[config.mk]
export PLATFORM = sky130hd
export DESIGN_NAME = inst_fetch
export DESIGN_NICKNAME = d
export VERILOG_FILES = /design/src/rtl/riscv_pkg.sv /design/src/rtl/pc_reg.sv /design/src/rtl/inst_fetch.sv
export SDC_FILE = /design/constraint.sdc
export NUM_CORES = 1
export LEC_CHECK = 0
export BUFFER_PORTS_ARGS = -buffer_cell sky130_fd_sc_hd__clkbuf_2
export CORE_ASPECT_RATIO = 0.7
export CORE_MARGIN = 2
export CORE_UTILIZATION = 49
export CTS_CLUSTER_SIZE = 24
export DETAILED_ROUTE_END_ITERATION = 10
export MAX_ROUTING_LAYER = met4
export PLACE_DENSITY_LB_ADDON = 0.15
export SLEW_MARGIN = 20
export SYNTH_ARGS = -nofsm -noshare
export SYNTH_HDL_FRONTEND = slang
export SYNTH_SLANG_ARGS = --single-unit
[constraint.sdc]
create_clock -name clk -period 3.82 [get_ports clk]
set_input_delay 0.382 -clock clk [delete_from_list [all_inputs] [get_ports clk]]
set_output_delay 0.382 -clock clk [all_outputs]
set_load 0.01 [all_outputs]
[src/rtl/riscv_pkg.sv]
// Shared fetch-stage types and constants.
// Holds the fetch FSM encoding and the reset-time instruction/PC values.
package riscv_pkg;

    typedef enum logic [1:0] {
        IDLE  = 2'd0,
        FETCH = 2'd1,
        HOLD  = 2'd2
    } fetch_state_t;

    localparam logic [31:0] NOP_INST         = 32'h0000_0013;
    localparam logic [31:0] RESET_PC_DEFAULT = 32'h0000_0000;

endpackage

[src/rtl/pc_reg.sv]
// Program counter with next-PC select and +4 adder; updates only on load.
// Latency: pc moves one edge after load; pc_plus4 is combinational from pc.
module pc_reg #(
    parameter logic [31:0] RESET_PC = riscv_pkg::RESET_PC_DEFAULT
) (
    input  logic        clk,
    input  logic        rst,
    input  logic        load,
    input  logic        sel,
    input  logic [31:0] target,
    output logic [31:0] pc,
    output logic [31:0] pc_plus4
);

    logic [31:0] pc_next;

    assign pc_plus4 = pc + 32'd4;

    // Redirect targets are forced word-aligned: bits 1:0 are dropped.
    always_comb begin
        pc_next = sel ? {target[31:2], 2'b00} : pc_plus4;
    end

    always_ff @(posedge clk or posedge rst) begin
        if (rst) begin
            pc <= RESET_PC;
        end else if (load) begin
            pc <= pc_next;
        end
    end

endmodule

[src/rtl/inst_fetch.sv]
// Instruction fetch: IDLE -> FETCH (request until ack) -> HOLD (present until accepted).
// Latency: inst valid the edge after ack; stall holds the instruction in HOLD indefinitely.
module inst_fetch #(
    parameter logic [31:0] RESET_PC = riscv_pkg::RESET_PC_DEFAULT,
    parameter logic [31:0] NOP_INST = riscv_pkg::NOP_INST
) (
    input  logic        clk,
    input  logic        rst,
    input  logic        PCSel,
    input  logic [31:0] alu_target,
    input  logic        stall,
    output logic        imem_req,
    output logic [31:0] imem_addr,
    input  logic        imem_ack,
    input  logic [31:0] imem_rdata,
    output logic [31:0] inst,
    output logic [31:0] pc,
    output logic [31:0] pc_plus4,
    output logic        inst_valid,
    output logic        misalign,
    output logic [31:0] inst_count
);

    import riscv_pkg::*;

    fetch_state_t state, state_next;
    logic         accept;

    pc_reg #(
        .RESET_PC (RESET_PC)
    ) u_pc_reg (
        .clk      (clk),
        .rst      (rst),
        .load     (accept),
        .sel      (PCSel),
        .target   (alu_target),
        .pc       (pc),
        .pc_plus4 (pc_plus4)
    );

    assign imem_addr = pc;

    always_ff @(posedge clk or posedge rst) begin
        if (rst) begin
            state <= IDLE;
        end else begin
            state <= state_next;
        end
    end

    always_comb begin
        state_next = state;
        accept     = 1'b0;
        case (state)
            IDLE:  state_next = FETCH;
            FETCH: if (imem_ack) state_next = HOLD;
            HOLD: begin
                if (!stall) begin
                    accept     = 1'b1;
                    state_next = FETCH;
                end
            end
            default: state_next = IDLE;
        endcase
    end

    // imem_req is registered from the next state so it is asserted throughout FETCH.
    always_ff @(posedge clk or posedge rst) begin
        if (rst) begin
            imem_req   <= 1'b0;
            inst       <= NOP_INST;
            inst_valid <= 1'b0;
            misalign   <= 1'b0;
            inst_count <= 32'd0;
        end else begin
            imem_req <= (state_next == FETCH);
            if (state == FETCH && imem_ack) begin
                inst       <= imem_rdata;
                inst_valid <= 1'b1;
            end
            if (accept) begin
                inst       <= NOP_INST;
                inst_valid <= 1'b0;
                inst_count <= inst_count + 32'd1;
                if (PCSel && alu_target[1]) begin
                    misalign <= 1'b1;
                end
            end
        end
    end

endmodule

==> impl_metrics.yaml, run 1 <==
route:
  drt-initial-drc-count: 266
  first_pass_iters: 4
  drc_errors: 0
  drt_wl_total_mm: 14.6
  viasPerCell: 5.57
  ant_nets: 0
  wl_per_cell_um: 16.4
  vias: 4966
logic_synthesis:
  ys_seq_elements: 99
  synth_cells: 558
  seq_area_frac_synth_pct: 45.2
  ys_types: 52
  syn_area_per_cell_um2: 9.84
  synth_edf_count: 0
  syn_area_um2: 5490
  synth_warnings: 0
  synthFlopType: "dfrtp_1"
  async_flop_share_pct: 100
cts:
  numClockSinks: 99
  clock-root-buffer: "clkbuf_16"
  cts_setup_buffers: 0
  cts-hold-fix-buffers: 0
  cts_max_level: 3
  clock_latency_ns: 0.35
  cts_buffers: 9
  clockBufferDepth: 2
  clkTransAtPathRegs_ns: 0.08
  cts_tree: "yes"
  cts_resized: 0
finish:
  layout_common_cells: "clkbuf_2, dfrtp_1, xnor2_1"
  finish.cell_count_without_fillers: 891
  syn_to_final_growth_pct: 23.7
  num_antenna_cells: 0
  fin_nets: 804
  layout_commonest_cell: "clkbuf_2"
  drive_gt1_share_pct: 36.6
power:
  comb_power_share_pct: 38.6
  swShare_pct: 40.7
  ir_worst_vdd_uv: 360
  p_leak_uw: 0.00330
  p_seq_share_pct: 39.6
  p_per_area_nw_per_um2: 657
  clock_power_share_pct: 21.8
  fin_total_pwr_uw: 4460
  p_int_uw: 2640
  p_switching_uw: 1810
sta:
  rsz0062_at_grt: "false"
  worst-slew-pin-transition_ns: 0.940
  skew_ns: 0.00996
  finalSetupViolCount: 0
  timing.slew.headroom_pct: 36.8
  final_hold_viol_count: 0
  period_needed_ns: 3.14
  setup_slack_ns: 0.681
  fmax_mhz: 319
  fin_crit_sh_pct: 82.2
  fin_setup_tns_ns: 0
  final_max_slew_viol_count: 0
grt:
  grt_max_degree: 57
  grt_pass1_vias: 4509
  grt_pass1_wl_mm: 23.0
  overflow: 0
  grt_antenna_before_repair: 0
  grt_util_all_layers_pct: 24.7
critical_path:
  cp_data_required_time_ns: 3.44
  max_stage_delay_ns: 0.53
  path_buf_inv: 1
  crit_type: "reg2out"
  cp.arrival_ns: 2.76
  end_kind: "output port"
  cp-start-kind: "flop"
  crit_top_cell: "nand3_1"
  cpMaxStageDelayCell: "dfrtp_1"
  crit_chain: "ha_1 -> nand3_1 -> nor4_4 -> nand3_1 -> xnor2_1 -> clkbuf_2"
  cp_top_family: "simple AND/OR/NAND/NOR gates"
  cp_max_fo: 9
status:
  outcome: "finished, final reports clean"
die:
  ioPinCount: 232
  die_x_um: 131
  die_h_um: 92.6
  core.rowCount: 32
  coreArea_um2: 11000
  dieArea_um2: 12100
  start_util_pct: 50.0
placed_design:
  dp_worst_setup_slack_ns: 1.09
  dp.cells: 875
  place_congestion: 0.850
  portBuffers: 224
  hpwlAfterDp_mm: 10.4
hold_path:
  hold_path_class: "in2async"
run:
  maxCapViolCount: 0
layer usage:
metal	vias to the layer above	wire (µm)	GRT usage, %	part of all wire (%)
li1	2336	-	-	-
met2	189	6950	37.8	48
met4	0	140	4.79	0.96
met3	14	825	4.51	5.7
met1	2427	6660	34.8	46
met5	-	0	-	0
final timing paths:
kind                                    to  cells after the start  slack, ns           start
max                           pc_plus4[30]                      6       0.68  u_pc_reg.pc[2]
min                               inst[27]                      2       0.13             rst
max reg2reg                u_pc_reg.pc[14]                      5       1.47  u_pc_reg.pc[2]
min reg2reg                       misalign                      1       0.47        misalign
max in group asynchronous  u_pc_reg.pc[24]                      3       2.92             rst
min in group clk                  inst[30]                      2       0.25  imem_rdata[30]
worst register-to-register path, stage by stage (launching register included):
cell       delay [ns]
dfrtp_1          0.53
ha_1             0.32
nand3_1          0.42
nor4_2           0.63
o21ai_0          0.16
o2bb2ai_1        0.16
through the flow:
| step | util, % | instance area (µm²) | hold WS, ns |
|---|---|---|---|
| after floorplan | - | 5510 | 0.502 |
| after detailed placement | 58.9 | 6460 | 0.456 |
| final | 61.9 | 6790 | 0.127 |
| after global routing | 61.9 | 6790 | 0.181 |
| after global placement | 58.9 | 6460 | 0.450 |
| after CTS | 61.8 | 6780 | 0.154 |
layout make-up:
class / instances / area (µm²)
repair buffers: 232 / 1180
multi-input cells: 370 / 2530
clock buffers: 9 / 225
fillers: 974 / 4180
flip-flops and latches: 99 / 2480
clock inverters: 7 / 93.8
inverters: 21 / 81.3
well taps: 153 / 191
cell families (layout without fill, tap and decap cells):
kind of cell,count (synthesis),after routing,share of synthesized area (%)
compound gates,115,115,15.2
xor+xnor,57,57,9.09
fa+ha+maj,2,2,0.456
buf+inv,94,269,9.23
flops,99,99,45.2
mux,3,3,0.547
other cells,1,6,0.0683
simple gates,187,187,20.2
synthesized netlist by cell type (8+ instances only):
master     n  share of area [%]
nor2_1    24                1.6
dfrtp_1   96                 44
a22o_1    29                4.6
inv_1     21                1.4
nand3_1   36                3.3
clkbuf_1  25                1.7
nor3_1    16                1.5
nand2_1   30                2.1
buf_2      8               0.73
buf_4     38                5.2
a21oi_1   13                1.2
a311o_1    8                1.5
nand4_1   25                2.8
o211ai_1  11                1.5
and3_1    13                1.5
o21ai_0   20                1.8
xnor2_1   46                7.3
a31oi_1   12                1.4
xor2_1    11                1.8
power by group through the flow:
stage	clock [µW]	sequential [µW]	combinational [µW]
floorplan	0	1780	1130
CTS	993	1760	1730
global placement	0	1760	1700
global route	1030	1820	1880
detailed placement	0	1770	1730
finish	973	1770	1720
(Power assumes the default switching activity.)
==> run 2: changes to the inputs <==
Settings changed: CORE_UTILIZATION 49 to 44.
Clock period 3.82 ns to 2.6 ns, I/O delays scaled along.
==> run 2 against run 1 <==
Against the previous run: die area grew 11%; largest power group is now combinational cells; critical path depth grew 1; worst setup slack lost 0.52 ns; sequential share of layout area shrank 0.95 points; sequential power grew 42%; highest routed layer unchanged.
==> impl_metrics.yaml, run 2 (synthesis gave the netlist of run 1 again) <==
status:
  outcome: "finished, final reports clean"
cts:
  cts_buffers: 9
  cts-hold-fix-buffers: 0
  clock_latency_ns: 0.34
  clock-root-buffer: "clkbuf_16"
  clkTransAtPathRegs_ns: 0.07
  cts_max_level: 3
  numClockSinks: 99
  clockBufferDepth: 2
  cts_tree: "yes"
grt:
  grt_pass1_wl_mm: 24.9
  grt_pass1_vias: 4767
  grt_util_all_layers_pct: 24.3
  overflow: 0
  grt_antenna_before_repair: 0
  grt_max_degree: 56
finish:
  syn_to_final_growth_pct: 27.2
  drive_gt1_share_pct: 39.2
  layout_commonest_cell: "clkbuf_2"
  layout_common_cells: "clkbuf_2, dfrtp_1, xnor2_1"
  final_core_util_pct: 56.8
  fill_cells: 1092
  fin_nets: 827
  finish.cell_count_without_fillers: 923
  num_antenna_cells: 0
die:
  core.rowCount: 34
  start_util_pct: 44.7
  dieArea_um2: 13400
  die_h_um: 97.5
  coreArea_um2: 12300
  ioPinCount: 232
  die_x_um: 138
sta:
  worst-slew-pin-transition_ns: 0.772
  fmax_mhz: 410
  rsz0062_at_grt: "false"
  final_hold_viol_count: 0
  finalSetupViolCount: 0
  skew_ns: 0.00768
  fin_setup_tns_ns: 0
  whs_ns: 0.00660
  fin_crit_sh_pct: 93.7
  timing.slew.headroom_pct: 48.5
  final_max_slew_viol_count: 0
  period_needed_ns: 2.44
power:
  ir_worst_vdd_uv: 534
  p_per_area_nw_per_um2: 950
  p_leak_uw: 0.00341
critical_path:
  cp_top_family: "simple AND/OR/NAND/NOR gates"
  cp.arrival_ns: 2.18
  end_kind: "output port"
  max_stage_delay_ns: 0.47
  cp_data_required_time_ns: 2.34
  cp-start-kind: "flop"
  rr_startpoint: "state[0]"
  r2r_slack_ns: 0.45
  reg2reg_depth: 5
  crit_chain: "ha_4 -> nand3_1 -> nor4_4 -> buf_4 -> nand4_1 -> xnor2_1 -> clkbuf_2"
  cpMaxStageDelayCell: "dfrtp_2"
  reg2reg_to: "u_pc_reg.pc[28]"
  cp_max_fo: 9
  crit_type: "reg2out"
  path_buf_inv: 2
run:
  maxCapViolCount: 0
route:
  first_pass_iters: 5
  drt-initial-drc-count: 372
  drt_wl_total_mm: 15.4
  vias: 5092
  ant_nets: 0
  wl_per_cell_um: 16.7
  drc_errors: 0
  viasPerCell: 5.52
placed_design:
  dp.cells: 904
  portBuffers: 224
  hpwlAfterDp_mm: 11.4
  place_congestion: 0.844
hold_path:
  hold_path_class: "in2async"
## run 2: report_power, final
group | internal [µW] | leakage, µW | switching (µW)
Sequential | 2000 | 0.00121 | 521
Clock | 716 | 0.000148 | 610
Combinational | 1230 | 0.00204 | 1560
Total | 3940 | 0.00341 | 2690
## run 2: worst max path at each step
stage / from / end / slack (ns) / cells past startpoint
finish: u_pc_reg.pc[2] / pc_plus4[28] / 0.16 / 7
CTS: u_pc_reg.pc[2] / pc_plus4[16] / 0.006 / 8
global placement: u_pc_reg.pc[2] / pc_plus4[28] / 0.31 / 6
floorplan: u_pc_reg.pc[2] / pc_plus4[16] / 0.45 / 5
detailed placement: u_pc_reg.pc[2] / pc_plus4[28] / 0.29 / 6
global route: u_pc_reg.pc[2] / pc_plus4[28] / 0.05 / 7
## run 2: layout make-up
cell class	instances	area, µm²	share of cell area (%)
Timing Repair Buffer	255	1370	19.6
Multi-Input combinational cell	370	2550	36.5
Clock buffer	11	253	3.62
Tap cell	162	203	2.90
Inverter	21	82.6	1.18
Clock inverter	5	42.5	0.609
Sequential cell	99	2490	35.6
## run 2: layer usage
layer  share of wire [%]  global-route usage (%)  up-vias
li1                    -                       -     2388
met1                  47                    35.4     2469
met2                  44                    34.6      218
met3                 7.2                    4.90       17
met4                 1.3                    5.95        0
met5                   0                       -        -
## run 2: worst reg2reg max path, delay by kind of cell, from the launching register on
kind	cells	cell delay (ns)
compound gates	1	0.16
buf+inv	2	0.52
flops	1	0.43
simple gates	2	0.95
## run 2: repair_timing
action / in CTS / in global routing
setup endpoints to repair: 8 / 16
buffers inserted: 1 / 2
pin swaps: 2 / 2
gates resized for setup: 0 / 7
## run 2: stage by stage
stage / area (µm²) / total power (µW) / setup slack (ns)
6_report: 6980 / 6640 / 0.163
5_1_grt: 6980 / 7090 / 0.0472
4_1_cts: 6940 / 6670 / 0.00643
3_5_place_dp: 6640 / 5320 / 0.295
3_3_place_gp: 6640 / 5250 / 0.310
2_1_floorplan: 5510 / 4270 / 0.455
